<file path="src/rtl/fifo_wr_ctrl.sv">
// rtl/fifo_wr_ctrl.sv - write-domain pointer, level and flag controller for dual-clock FIFOs
module fifo_wr_ctrl #(
  parameter int AW   = 2,
  parameter int SYNC = 2
) (
  input  logic          reset,
  input  logic          wr_clk,
  input  logic [AW:0]   wr_rd_gray_pointer,
  input  logic          wr_write,
  input  logic [AW:0]   wr_afull_thresh,
  input  logic          wr_clr_ovf,
  output logic          wr_fifo_full,
  output logic          wr_fifo_afull,
  output logic [AW:0]   wr_level,
  output logic [AW-1:0] wr_addr,
  output logic          wr_en_mem,
  output logic [AW:0]   wr_gray_pointer,
  output logic          wr_overflow
);

  // Level value that means every RAM entry is occupied.
  localparam logic [AW:0] FULL_LEVEL = {1'b1, {AW{1'b0}}};

  logic [SYNC-1:0][AW:0] sync_q;
  logic [AW:0]           rd_gray_s;
  logic [AW:0]           rd_bin_s;
  logic [AW:0]           bin_ptr;
  logic [AW:0]           bin_next;
  logic [AW:0]           gray_next;
  logic [AW:0]           level_next;
  logic                  push;

  // Read-domain Gray pointer crosses through a plain flop chain; only one bit
  // changes per read, so any sampled value is a valid (possibly old) pointer.
  always_ff @(posedge wr_clk or posedge reset) begin
    if (reset) begin
      sync_q <= '0;
    end else begin
      sync_q <= {sync_q[SYNC-2:0], wr_rd_gray_pointer};
    end
  end

  assign rd_gray_s = sync_q[SYNC-1];

  // Gray to binary: each binary bit is the XOR of all Gray bits at or above it.
  always_comb begin
    rd_bin_s = '0;
    for (int i = 0; i <= AW; i++) begin
      rd_bin_s[i] = ^(rd_gray_s >> i);
    end
  end

  assign push       = wr_write & ~wr_fifo_full;
  assign wr_en_mem  = push;
  assign bin_next   = bin_ptr + {{AW{1'b0}}, push};
  assign gray_next  = bin_next ^ (bin_next >> 1);
  // Modulo subtraction; the extra pointer bit keeps full (2^AW) distinct from empty.
  assign level_next = bin_next - rd_bin_s;
  assign wr_addr    = bin_ptr[AW-1:0];

  // Pointers, level and full/almost-full all register from the same next values.
  always_ff @(posedge wr_clk or posedge reset) begin
    if (reset) begin
      bin_ptr         <= '0;
      wr_gray_pointer <= '0;
      wr_level        <= '0;
      wr_fifo_full    <= 1'b0;
      wr_fifo_afull   <= 1'b0;
    end else begin
      bin_ptr         <= bin_next;
      wr_gray_pointer <= gray_next;
      wr_level        <= level_next;
      wr_fifo_full    <= (level_next == FULL_LEVEL);
      wr_fifo_afull   <= (level_next >= wr_afull_thresh);
    end
  end

  // Sticky overflow; a new rejected write beats a simultaneous clear.
  always_ff @(posedge wr_clk or posedge reset) begin
    if (reset) begin
      wr_overflow <= 1'b0;
    end else if (wr_write & wr_fifo_full) begin
      wr_overflow <= 1'b1;
    end else if (wr_clr_ovf) begin
      wr_overflow <= 1'b0;
    end
  end

endmodule
</file>
<file path="config.mk">
export PLATFORM = sky130hd
export DESIGN_NAME = fifo_wr_ctrl
export DESIGN_NICKNAME = d
export VERILOG_FILES = /design/src/rtl/fifo_wr_ctrl.sv
export SDC_FILE = /design/constraint.sdc
export NUM_CORES = 1
export LEC_CHECK = 0
export BUFFER_PORTS_ARGS = -buffer_cell sky130_fd_sc_hd__buf_2
export CAP_MARGIN = 10
export CORE_UTILIZATION = 50
export CTS_CLUSTER_DIAMETER = 80
export CTS_CLUSTER_SIZE = 14
export DETAILED_ROUTE_END_ITERATION = 8
export PLACE_DENSITY = 0.86
export SYNTH_ARGS = -nofsm -noshare
export SYNTH_HDL_FRONTEND = slang
export SYNTH_SLANG_ARGS = --single-unit
</file>
<file path="constraint.sdc">
create_clock -name wr_clk -period 3.85 [get_ports wr_clk]
set_input_delay 0.5775 -clock wr_clk [delete_from_list [all_inputs] [get_ports wr_clk]]
set_output_delay 0.5775 -clock wr_clk [all_outputs]
set_load 0.02 [all_outputs]
</file>
* Yosys cells after proc, flatten, opt, wreduce, memory -nomap -nowiden
Index checks and enable logic that the tools add are counted.
Word-level totals: register bits 18, output and inout bits 12, logic and storage cells 22
Cells by class: add/subtract/negate cells 2, order comparisons 1, equality and inequality tests 1, muxes and demuxes 2, bitwise logic cells 4, reduce and logical (&&, ||, !) cells 4
Operators by type and width (count):
- 3-bit parity | 3
- 3-bit by 1-bit adder with 3-bit output | 1
- 3-bit == test (second input constant) | 1
- 3-bit greater-or-equal comparator | 1
- 3-bit subtractor | 1
- 3-bit by 2-bit XOR with 3-bit output | 1
- 1-bit AND | 2
- 1-bit 2-to-1 mux | 2
- 2-bit nonzero test | 1
- 1-bit NOT | 1

* Logic depth before layout (Yosys ltp)
Gate-level depths: netlist of the first run.
depth after elaboration 5, depth in mapped cells 9, gate-level depth less buffers 9

* Worst setup path after synthesis of the first run
No wires, ideal clock.
kind input to register, start point input port wr_write, end point register wr_fifo_afull, library setup time 118 ps, arrival 2483 ps, setup slack 1249 ps, stages 9, buffers on the path 0, cells stage by stage nor2b_2 -> and2_1 -> ha_1 -> inv_1 -> fa_1 -> xnor2_1 -> xnor2_1 -> ha_1 -> a21o_1
On the way: cells in the longest elaborated chain, start to end 4
RTL lines:
- start: declaration | line 9 | input logic wr_write,
- 1-bit AND | line 53 | assign push = wr_write & ~wr_fifo_full;
- 3-bit by 1-bit adder with 3-bit output | line 55 | assign bin_next = bin_ptr + {{AW{1'b0}}, push};
- named net bin_next[1] | line 28 | logic [AW:0] bin_next;
- 3-bit subtractor | line 58 | assign level_next = bin_next - rd_bin_s;
- named net level_next[2] | line 30 | logic [AW:0] level_next;
- 3-bit greater-or-equal comparator | line 74 | wr_fifo_afull <= (level_next >= wr_afull_thresh);
- end signal: assignment | line 74
- end: declaration | line 13 | output logic wr_fifo_afull,
The timed path passes the listed nets, and every way through them passes these cells. A chain may end at the register's enable or synchronous reset.

* Worst setup path after layout of the first run
Same ends and word-level chain as after synthesis.

==> results of run 1 <==
-- final timing paths --
check	start	to	slack, ps	cells after the start
max in group asynchronous	reset	wr_fifo_full	3120	2
min reg2reg	sync_q[0]	rd_gray_s[0]	360	0
max	wr_write	wr_fifo_afull	1330	10
min	reset	rd_gray_s[2]	350	2
min in group wr_clk	sync_q[0]	rd_gray_s[0]	360	0
max reg2reg	wr_fifo_full	wr_fifo_afull	1450	9
-- flip-flops by register name (all words and copies together) (netlist names) --
| name | flops |
|---|---|
| rd_gray_s | 3 |
| wr_gray_pointer | 2 |
| wr_fifo_full | 1 |
| wr_fifo_afull | 1 |
| wr_level | 3 |
| sync_q | 3 |
| wr_overflow | 1 |
| bin_ptr | 3 |
-- stage by stage --
stage	power (W)	cells	utilization, %	setup slack (ps)	area [sq um]
global placement	0.000632	82	67.4	1130	790
floorplan	0.000545	47	-	1250	667
CTS	0.000750	86	69.7	1330	816
finish	0.000735	86	69.7	1330	816
detailed placement	0.000659	82	67.4	1030	790
global route	0.000804	86	69.7	1220	816
-- cells in the mapped netlist (all sizes together) --
master	n
inv	8
a21o	2
nand2	1
o21ai	1
nor2b	1
nand2b	1
dfrtp	17
and2	1
ha	5
xor2	3
xnor2	5
and3	1
fa	1
-- critical path: stages --
cell and delay, ps:
buf_2 100, nor2b_2 160, and2_1 160, ha_1 310, inv_1 90, fa_1 440
xnor2_1 150, xnor2_1 250, ha_1 290, a21o_1 160
-- routing by layer --
layer,track usage [%],up-vias,routed length (um)
met5,0,-,0
met4,10.3,0,7
met3,3.49,2,66
met2,33.8,21,486
met1,14.5,194,352
li1,-,194,-
-- layout make-up --
class / instances / area, sq um / area share [%]
multi-input combinational: 22 / 211 / 25.9
sequential: 17 / 425 / 52.1
inverter: 8 / 30.0 / 3.68
tap: 14 / 17.5 / 2.15
timing repair buffer: 21 / 105 / 12.9
clock buffer: 4 / 26.3 / 3.22
-- layout by cell type (no fill, tap or decap), drive strengths merged --
master | netlist | routed
fa | 1 | 1
a21o | 2 | 2
nand2b | 1 | 1
and3 | 1 | 1
xnor2 | 5 | 5
nand2 | 1 | 1
ha | 5 | 5
clkbuf | 0 | 4
and2 | 1 | 1
buf | 0 | 21
xor2 | 3 | 3
nor2b | 1 | 1
o21ai | 1 | 1
inv | 8 | 8
dfrtp | 17 | 17
-- power by group through the flow --
stage / logic [W] / registers (W) / clock network, W
2_1_floorplan: 0.000205 / 0.000340 / 0
3_3_place_gp: 0.000364 / 0.000268 / 0
3_5_place_dp: 0.000389 / 0.000271 / 0
4_1_cts: 0.000391 / 0.000267 / 0.0000922
5_1_grt: 0.000432 / 0.000271 / 0.000101
6_report: 0.000381 / 0.000266 / 0.0000886
-- kinds of logic after synthesis --
| family | Yosys count |
|---|---|
| DFF | 17 |
| AOI/OAI and AO/OA | 3 |
| adders and majority gates | 6 |
| xor gates and xnor gates | 8 |
| buffers and inverters | 8 |
| and+or+nand+nor | 5 |
==> results by group, run 1 <==
Final layout
  – P&R area growth vs syn: 22.3%
  – # diodes: 0
  – Share of layout cells above drive strength 1: 36.1%
  – Layout Nets: slightly below 90
  – Fill cell count: 90

Die
  – Core Region: roughly 0.0012 sq mm
  – FP Rows: 12
  – Die height: between 30 and 40 um
  – Initial core utilization: approximately 57%
  – Die width: 38.5 um
  – Die area: approximately 0.0015 sq mm
  – Top-Level Pins: 22

Timing
  – Worst-Margin Slew: between 500 and 600 ps
  – Setup TNS: 0 ps
  – Slew Limit Fails: 0
  – Max Freq: 397 MHz
  – Tmin final: 2520 ps
  – Hold slack: 350 ps
  – Clock skew: 0.615 ps
  – Final period util: approximately two thirds
  – Relative slew slack: 60.4%
  – Count of final hold-check violations: 0
  – RSZ-0062 raised after global routing: no
  – Final setup fails: 0

Pwr
  – Comb power frac: 51.8%
  – Clock share of power: a little under an eighth
  – Internal power: 0.000444 W
  – Lkg Pwr: between 0.4 and 0.5 nW
  – Sw frac: about two fifths
  – Sequential Power Share: 36.2%
  – Worst VDD drop: approximately 0.54 mV
  – Pwr Density: 902 mW/mm^2
  – Sw power: 0.000291 W

Yosys
  – Gate Count Post-Synth: 47
  – Post-synth top area cell: dfrtp_1
  – Mapped cell area: about 670 sq um
  – Syn. warnings: 0
  – Post-Synth XOR/XNOR Area: between 10% and 20%
  – #FFs+latches synth: 17
  – Mux cell area share after synthesis: 0%
  – Synth top area share: between 60 and 70%
  – Seq/Total Area, Yosys: between 60% and 70%
  – Synth area leaders: dfrtp_1 (64%), ha_1 (9.4%), xnor2_1 (6.6%)
  – Syn nets: 63
  – Syn Area/Cell: approximately 14 sq um
  – Cell variety after synth: 14
  – Compound-Gate Fraction of Synth Area: 3.00%
  – Simple-gate share of the synthesized area: ~4.7%
  – Largest family of logic cells by synthesized area: adder cells
  – Synth Area in Adders: 12.4%

Run
  – Max_cap viols: 0

Detailed routing
  – Routed len/inst: 10.6 um
  – Drt pass-1 iters: 2
  – Vias: slightly above 400
  – Drt drc: 0
  – WL final: roughly 910 um
  – Final ANT Viol Nets: 0
  – Initial DRC count: 2
  – Vias/cell: 4.78

Global route
  – Total track usage: between 15 and 20%
  – Gr ovfl total: 0
  – Pin count of the biggest net entering global routing: 18
  – First-pass GRT wire length: ~1.6 mm
  – Vias in the first global route: ~440
  – Initial antenna violation count: 0

Setup path
  – CP Data Arrival Time: between 2000 and 3000 ps
  – Crit path kind: in2reg
  – Critical path required time: just over 4000 ps
  – Maximum fanout along the worst path: 3
  – Endpoint type of the worst setup path: flip-flop
  – Critical Path Start Type: input pin

CTS
  – Clock sinks: 17
  – Cts repair resizes: 0
  – Clk_lat worst skew: roughly 280 ps
  – CTS Buf Count: 3
  – CTS tree: built
  – # hold bufs at CTS: 0
  – Clock slew at reported path FFs: approximately 90 ps
  – # H-tree levels: 1
  – Clk buf depth: 2
  – Postcts setup bufs: 0
  – Clock root cell: clkbuf_4

Hold path
  – Hold WC Path Type: in2async

Place
  – IO buf count: 21
  – Gp weighted congestion: about 0.72
  – DP Wirelength: around 760 um

Status
  – Status: finished, final reports clean
Power figures use the tool's default switching activity.
==> run 2: changes to the inputs <==
- ABC_AREA: not set -> 1
- CORE_UTILIZATION: 50 -> 43
- PLACE_DENSITY: 0.86 -> 0.78
- clock period: 3.85 -> 2.12 ns (I/O delays scaled with it)
==> run 2 against run 1 <==
  * The flow now finishes with violations (DRC, setup timing)
  * Cell area grew 19%
  * Routed wire length grew 37%
  * Synthesized cell count grew 55%
  * Total power grew 100%
  * Non-clock buffer count grew 5
  * Critical path depth grew 2
  * Clock skew grew 2.7 ps
  * Critical path type is now reg2reg
==> results by group, run 2 <==
Timing
  – Final period util: 104%
  – Hold slack: 79.0 ps (was 350 ps)
  – Worst-Margin Slew: 612 ps (was 593 ps)
  – Final setup fails: 1 (was 0)
  – Relative slew slack: 59.1% (was 60.4%)
  – RSZ-0062 raised after global routing: yes (was no)
  – Max Freq: roughly 450 MHz
  – Tmin final: 2200 ps
  – Count of final hold-check violations: 0 (unchanged)
  – Setup TNS: -78.3 ps (was 0 ps)
  – Final worst slack: -78.3 ps (was 1330 ps)
  – Clock skew: 3.31 ps (was 0.615 ps)
  – Slew Limit Fails: 0 (unchanged)

Final layout
  – Layout Nets: 120 (was 89)
  – # diodes: 0 (unchanged)
  – Fill cell count: 127 (was 90)
  – Most frequent cells in the layout: buf_2 (21), nand2_1 (20), dfrtp_1 (16) (was buf_2 (21), dfrtp_1 (17), inv_1 (8))
  – Most common cell after layout, fill and taps aside: buf_2 (unchanged)
  – Share of layout cells above drive strength 1: 46.6% (was 36.1%)
  – Final instance area: 975 sq um (was 816 sq um)
  – P&R area growth vs syn: 31.8% (was 22.3%)

Place
  – IO buf count: 21 (unchanged)
  – DP Wirelength: 990 um (was 759 um)
  – Placed Area: 933 sq um (was 790 sq um)
  – Placement Setup Slack: -155 ps (was 1030 ps)
  – Gp weighted congestion: 0.652 (was 0.716)

Setup path
  – Crit path kind: reg2reg (was in2reg)
  – Worst Path Buf+Inv: 1 (was 2)
  – CP peak stage delay: 420 ps (was 440 ps)
  – CP Data Arrival Time: 2380 ps (was 2690 ps)
  – R2r setup slk: -80 ps (was 1450 ps)
  – Most common cell on crit path: nand2_1
  – CP cell instances: xnor2_2 > nand2_1 > nand2_1 > inv_1 > ha_2 > fa_2 > xnor2_1 > nand2_1 > nand2_2 > ha_4 > a21oi_2 > o211ai_1 (was buf_2 > nor2b_2 > and2_1 > ha_1 > inv_1 > fa_1 > xnor2_1 > xnor2_1 > ha_1 > a21o_1)
  – Reg2Reg Depth: 12 (was 9)
  – Critical path's slowest cell: dfrtp_1 (was fa_1)
  – R2r endpoint: wr_fifo_afull (unchanged)
  – Critical Path Start Type: flip-flop (was input pin)
  – Critical path required time: 2300 ps (was 4030 ps)
  – Endpoint type of the worst setup path: flip-flop (unchanged)
  – Maximum fanout along the worst path: 3 (unchanged)
  – Reg2Reg Launch Point: rd_gray_s[1] (was wr_fifo_full)
  – Family with the most delay on the worst path: adder cells (unchanged)
  – Crit. Startpoint: rd_gray_s[1] (was wr_write)

Die
  – Initial core utilization: 47.4% (was 56.9%)
  – FP Rows: 14 (was 12)
  – Top-Level Pins: 22 (unchanged)
  – Die area: 0.00189 sq mm (was 0.00148 sq mm)
  – Die width: 43.5 um (was 38.5 um)
  – Die height: 43.5 um (was 38.5 um)
  – Core Region: 0.00156 sq mm (was 0.00117 sq mm)

CTS
  – # H-tree levels: 1 (unchanged)
  – Postcts setup bufs: 0 (unchanged)
  – CTS tree: built (unchanged)
  – Clk_lat worst skew: 290 ps (was 280 ps)
  – Clock slew at reported path FFs: 100 ps (was 90 ps)
  – CTS Buf Count: 3 (unchanged)
  – Clock sinks: 17 (unchanged)
  – Clock root cell: clkbuf_4 (unchanged)
  – Clk buf depth: 2 (unchanged)

Yosys
  – Cell variety after synth: 15 (was 14)
  – #FFs+latches synth: 17 (unchanged)
  – Syn. warnings: 0 (unchanged)
  – Synth top area share: 57.5% (was 63.8%)
  – Syn nets: 89 (was 63)
  – Top_reg_cell synth: dfrtp_1 (unchanged)
  – Syn Area/Cell: 10.1 sq um (was 14.2 sq um)
  – Seq/Total Area, Yosys: 57.5% (was 63.8%)
  – Post-synth top cells: nand2_1 (21), dfrtp_1 (17), inv_1 (14) (was dfrtp_1 (17), inv_1 (8), ha_1 (5), xnor2_1 (5))
  – Synth area leaders: dfrtp_1 (58%), nand2_1 (11%), ha_1 (8.5%) (was dfrtp_1 (64%), ha_1 (9.4%), xnor2_1 (6.6%))
  – Post-synth top area cell: dfrtp_1 (unchanged)
  – Count leader, synth: nand2_1 (was dfrtp_1)
  – Number of synthesized flops with an enable pin: 0 (unchanged)
  – Mapped cell area: 739 sq um (was 667 sq um)
  – Share of flip-flops with an asynchronous set or reset: 100% (unchanged)
  – Gate Count Post-Synth: 73 (was 47)

Status
  – Failing checks: DRC, setup timing
  – Status: finished with violations (was finished, final reports clean)

Detailed routing
  – Drt pass-1 iters: 6 (was 2)
  – WL final: 1.25 mm (was 912 um)
  – Vias: 568 (was 411)
  – Routed len/inst: 10.5 um (was 10.6 um)
  – Initial DRC count: 8 (was 2)
  – Final ANT Viol Nets: 0 (unchanged)
  – Vias/cell: 4.77 (was 4.78)
  – Drt drc: 2 (was 0)

Global route
  – Pin count of the biggest net entering global routing: 18 (unchanged)
  – Gr ovfl total: 0 (unchanged)
  – Vias in the first global route: 566 (was 438)
  – First-pass GRT wire length: 2.10 mm (was 1.59 mm)
  – Total track usage: 15.5% (was 16.9%)
  – Initial antenna violation count: 0 (unchanged)

Pwr
  – Worst VDD drop: 0.696 mV (was 0.540 mV)
  – Lkg Pwr: 0.540 nW (was 0.444 nW)
  – Pwr Density: 1510 mW/mm^2 (was 902 mW/mm^2)
  – Overall Power: 0.00147 W (was 0.000735 W)

Hold path
  – Hold WC Path Type: in2async (unchanged)

Run
  – Max_cap viols: 0 (unchanged)
==> run 2: changes by cell type in the layout (fill, tap and decap cells not counted), moves of 2 or more <==
cell,before,now
inv_1,8,11
nand2_1,1,20
a21o_1,2,0
ha_4,0,2
inv_2,0,6
buf_4,0,5
nand2_2,0,3
xnor2_1,5,1
ha_1,5,2
==> run 2: through the flow <==
step	instances	utilization, %
2_1_floorplan	73	-
6_report	119	62.5
3_5_place_dp	115	59.9
3_3_place_gp	115	59.9
4_1_cts	119	62.5
5_1_grt	119	62.5
==> run 2: cell families after synthesis <==
logic type | count (synthesis) | share of synthesized area [%]
AO/OA/AOI/OAI | 5 | 4.57
flip-flops | 17 | 57.5
XOR/XNOR | 3 | 3.55
AND/OR/NAND/NOR | 25 | 14.6
adder cells (fa/ha/maj) | 6 | 11.2
buffers and inverters | 17 | 8.63
==> run 2: worst max path at each step <==
stage / end / slack, ps / depth (start not counted)
after global placement: wr_fifo_afull / -80 / 14
final: wr_fifo_afull / -80 / 12
after detailed placement: wr_fifo_afull / -150 / 16
after global routing: wr_fifo_afull / -230 / 12
after CTS: wr_fifo_afull / -60 / 12
after floorplan: wr_fifo_afull / -60 / 14
==> run 2: repair_timing <==
item	in CTS	in global routing
resized for setup	4	0
endpoints found under the setup margin	1	1
hold buffers	0	0
==> run 2: area by class of cell <==
class	count	area, sq um	share of cell area (%)
timing repair buffer	26	143	14.6
tap	16	20.0	2.05
clock inverter	1	5.00	0.513
inverter	17	63.8	6.55
clock buffer	3	22.5	2.31
multi-input combinational	39	294	30.2
sequential	17	427	43.8
==> run 2: worst reg2reg max path: stages, from the launching register on <==
cell and delay, ps:
dfrtp_1 420, xnor2_2 210, nand2_1 70, nand2_1 60
inv_1 40, ha_2 160, fa_2 370, xnor2_1 150
nand2_1 90, nand2_2 90, ha_4 210, a21oi_2 130
o211ai_1 90
==> run 2: power breakdown <==
part           leakage, nW  switching, W  internal, W  total (W)
clock               0.0177      0.000101    0.0000702   0.000171
combinational        0.321      0.000467     0.000353   0.000819
sequential           0.201     0.0000497     0.000431   0.000481
==> run 2: routing by layer <==
| layer | vias up | track usage [%] | wire (um) |
|---|---|---|---|
| met2 | 19 | 31.5 | 670 |
| met5 | - | 0 | 0 |
| li1 | 277 | - | - |
| met1 | 268 | 13.0 | 494 |
| met4 | 0 | 7.50 | 22 |
| met3 | 4 | 5.00 | 60 |
==> run 3: changes to the inputs <==
- GPL_TIMING_DRIVEN: not set -> 0
- PLACE_DENSITY: 0.78 -> 0.8
==> run 3 against run 2 <==
  * The flow still finishes with violations (DRC, setup timing)
  * First-iteration DRC count decreased by 13%
  * Final cell count decreased by 3.4%
  * Utilization is 1.8 points lower
  * Cell area is 3.0% lower
  * Setup slack worse by 16 ps
  * Clock skew shrank 2.1 ps
  * Critical path type unchanged
  * Clock-buffer cell count is 1 higher
  * Critical path depth stayed put
  * Non-clock buffer count fell by 4
==> results by group, run 3 (synthesized netlist as in run 2, its figures left out) <==
Status
  – Status: finished with violations (unchanged)
  – Failing checks: DRC, setup timing (unchanged)

Setup path
  – Maximum fanout along the worst path: 3 (unchanged)
  – Crit path kind: reg2reg (unchanged)
  – Critical Path Start Type: flip-flop (unchanged)
  – Endpoint type of the worst setup path: flip-flop (unchanged)
  – CP Data Arrival Time: 2380 ps (about the same)
  – Critical path required time: 2290 ps (was 2300 ps)

Pwr
  – Sw frac: 42.0% (was 41.9%)
  – Sw power: 0.000585 W (was 0.000617 W)
  – Overall Power: 0.00139 W (was 0.00147 W)
  – Sequential Power Share: 34.2% (was 32.7%)
  – Pwr Density: 1470 mW/mm^2 (was 1510 mW/mm^2)
  – Comb power frac: 53.8% (was 55.7%)
  – Internal power: 0.000809 W (was 0.000854 W)
  – Lkg Pwr: 0.519 nW (was 0.540 nW)
  – Clock share of power: 11.9% (was 11.6%)
  – Worst VDD drop: 0.697 mV (was 0.696 mV)

Global route
  – Gr busiest metal: met2 (unchanged)
  – GRT met1 Usage: 13.6% (was 13.0%)
  – Pin count of the biggest net entering global routing: 18 (unchanged)
  – First-pass GRT wire length: 1.90 mm (was 2.10 mm)
  – Gr ovfl total: 0 (unchanged)
  – Initial antenna violation count: 0 (unchanged)
  – Met3 usage: 3.75% (was 5.00%)
  – GR Util met2: 26.4% (was 31.5%)
  – Vias in the first global route: 504 (was 566)
  – Total track usage: 14.2% (was 15.5%)

Die
  – Initial core utilization: 47.4% (unchanged)
  – FP Rows: 14 (unchanged)
  – Die width: 43.5 um (unchanged)
  – Die height: 43.5 um (unchanged)
  – Top-Level Pins: 22 (unchanged)
  – Die area: 0.00189 sq mm (unchanged)
  – Core Region: 0.00156 sq mm (unchanged)

Final layout
  – P&R area growth vs syn: 27.9% (was 31.8%)
  – Fill cell count: 127 (unchanged)
  – # diodes: 0 (unchanged)
  – Share of layout cells above drive strength 1: 43.4% (was 46.6%)
  – Layout Nets: 116 (was 120)
  – Most frequent cells in the layout: buf_2 (21), nand2_1 (19), dfrtp_1 (16) (was buf_2 (21), nand2_1 (20), dfrtp_1 (16))
  – Finished Core Util: 60.7% (was 62.5%)
  – Most common cell after layout, fill and taps aside: buf_2 (unchanged)
  – Final instance area: 946 sq um (was 975 sq um)

Timing
  – Max Freq: 452 MHz (was 455 MHz)
  – Count of final hold-check violations: 0 (unchanged)
  – Tmin final: 2210 ps (was 2200 ps)
  – Worst-Margin Slew: 612 ps (about the same)
  – Final worst slack: -94.6 ps (was -78.3 ps)
  – Relative slew slack: 59.1% (about the same)
  – Final period util: 104% (about the same)
  – Slew Limit Fails: 0 (unchanged)
  – Hold slack: 90.8 ps (was 79.0 ps)
  – Clock skew: 1.19 ps (was 3.31 ps)
  – Final setup fails: 1 (unchanged)
  – RSZ-0062 raised after global routing: yes (unchanged)

Detailed routing
  – Initial DRC count: 7 (was 8)
  – Routed len/inst: 9.73 um (was 10.5 um)
  – Drt drc: 6 (was 2)
  – Vias: 530 (was 568)
  – Vias/cell: 4.61 (was 4.77)
  – WL final: 1.12 mm (was 1.25 mm)
  – Drt pass-1 iters: 6 (unchanged)
  – Final ANT Viol Nets: 0 (unchanged)

CTS
  – Clock slew at reported path FFs: 90 ps (was 100 ps)
  – CTS tree: built (unchanged)
  – Clk buf depth: 2 (unchanged)
  – Clk_lat worst skew: 280 ps (was 290 ps)
  – # hold bufs at CTS: 0 (unchanged)
  – Clock sinks: 17 (unchanged)
  – # H-tree levels: 1 (unchanged)
  – Clock root cell: clkbuf_4 (unchanged)
  – CTS Buf Count: 3 (unchanged)

Place
  – IO buf count: 21 (unchanged)
  – Gp weighted congestion: 0.688 (was 0.652)
  – Placed Area: 896 sq um (was 933 sq um)
  – DP Wirelength: 884 um (was 990 um)
  – Placement Setup Slack: -216 ps (was -155 ps)

Run
  – Max_cap viols: 0 (unchanged)

Hold path
  – Hold WC Path Type: in2async (unchanged)
## run 3: layer usage
layer / share of wire, % / vias to the layer above
met5: 0 / -
met4: 2.1 / 0
li1: - / 267
met1: 41 / 241
met2: 52 / 18
met3: 4.6 / 4
## run 3: metrics by stage
step / cells / TNS [ps]
after global placement: 110 / -126
final: 115 / -94.6
after global routing: 115 / -232
after detailed placement: 110 / -216
after floorplan: 73 / -57.3
after CTS: 115 / -113
## run 3: critical path, cell delays in order, from the launching register on
cell and delay (ps):
dfrtp_1 410, xnor2_2 210, nand2_1 80, nand2_1 80, inv_1 40, ha_2 160, fa_2 360, xnor2_1 140
nand2_1 100, nand2_2 90, ha_4 210, a21oi_2 130, o211ai_1 90
## run 3: layout make-up
cell class	count	area (sq um)	area share (%)
clock buffer	4	26.3	2.78
inverter	17	63.8	6.75
multi-input combinational	39	297	31.3
sequential	17	427	45.1
tap	16	20.0	2.12
timing repair buffer	22	113	11.9
## run 3: worst paths after layout
kind	slack [ps]	start	depth (start not counted)	endpoint
worst max-delay path	-90	rd_gray_s[1]	12	wr_fifo_afull
worst min-delay path	90	reset	2	rd_gray_s[0]
worst max register to register	-90	rd_gray_s[1]	12	wr_fifo_afull
worst min register to register	360	sync_q[2]	0	rd_gray_s[2]
max in group asynchronous	1600	reset	2	wr_fifo_full
min in group wr_clk	140	wr_rd_gray_pointer[0]	1	sync_q[0]
## run 3: what timing repair did
| action | in CTS | in global routing |
|---|---|---|
| resized for setup | 2 | 2 |
| setup endpoints to repair | 1 | 1 |
| setup buffers | 1 | 0 |
## run 3: power groups by stage
stage                     combinational, W  sequential [W]  clock [W]
final                             0.000751        0.000477   0.000167
after global routing              0.000841        0.000486   0.000191
after global placement            0.000698        0.000480          0
after CTS                         0.000738        0.000479   0.000174
after detailed placement          0.000724        0.000485          0
after floorplan                   0.000413        0.000608          0
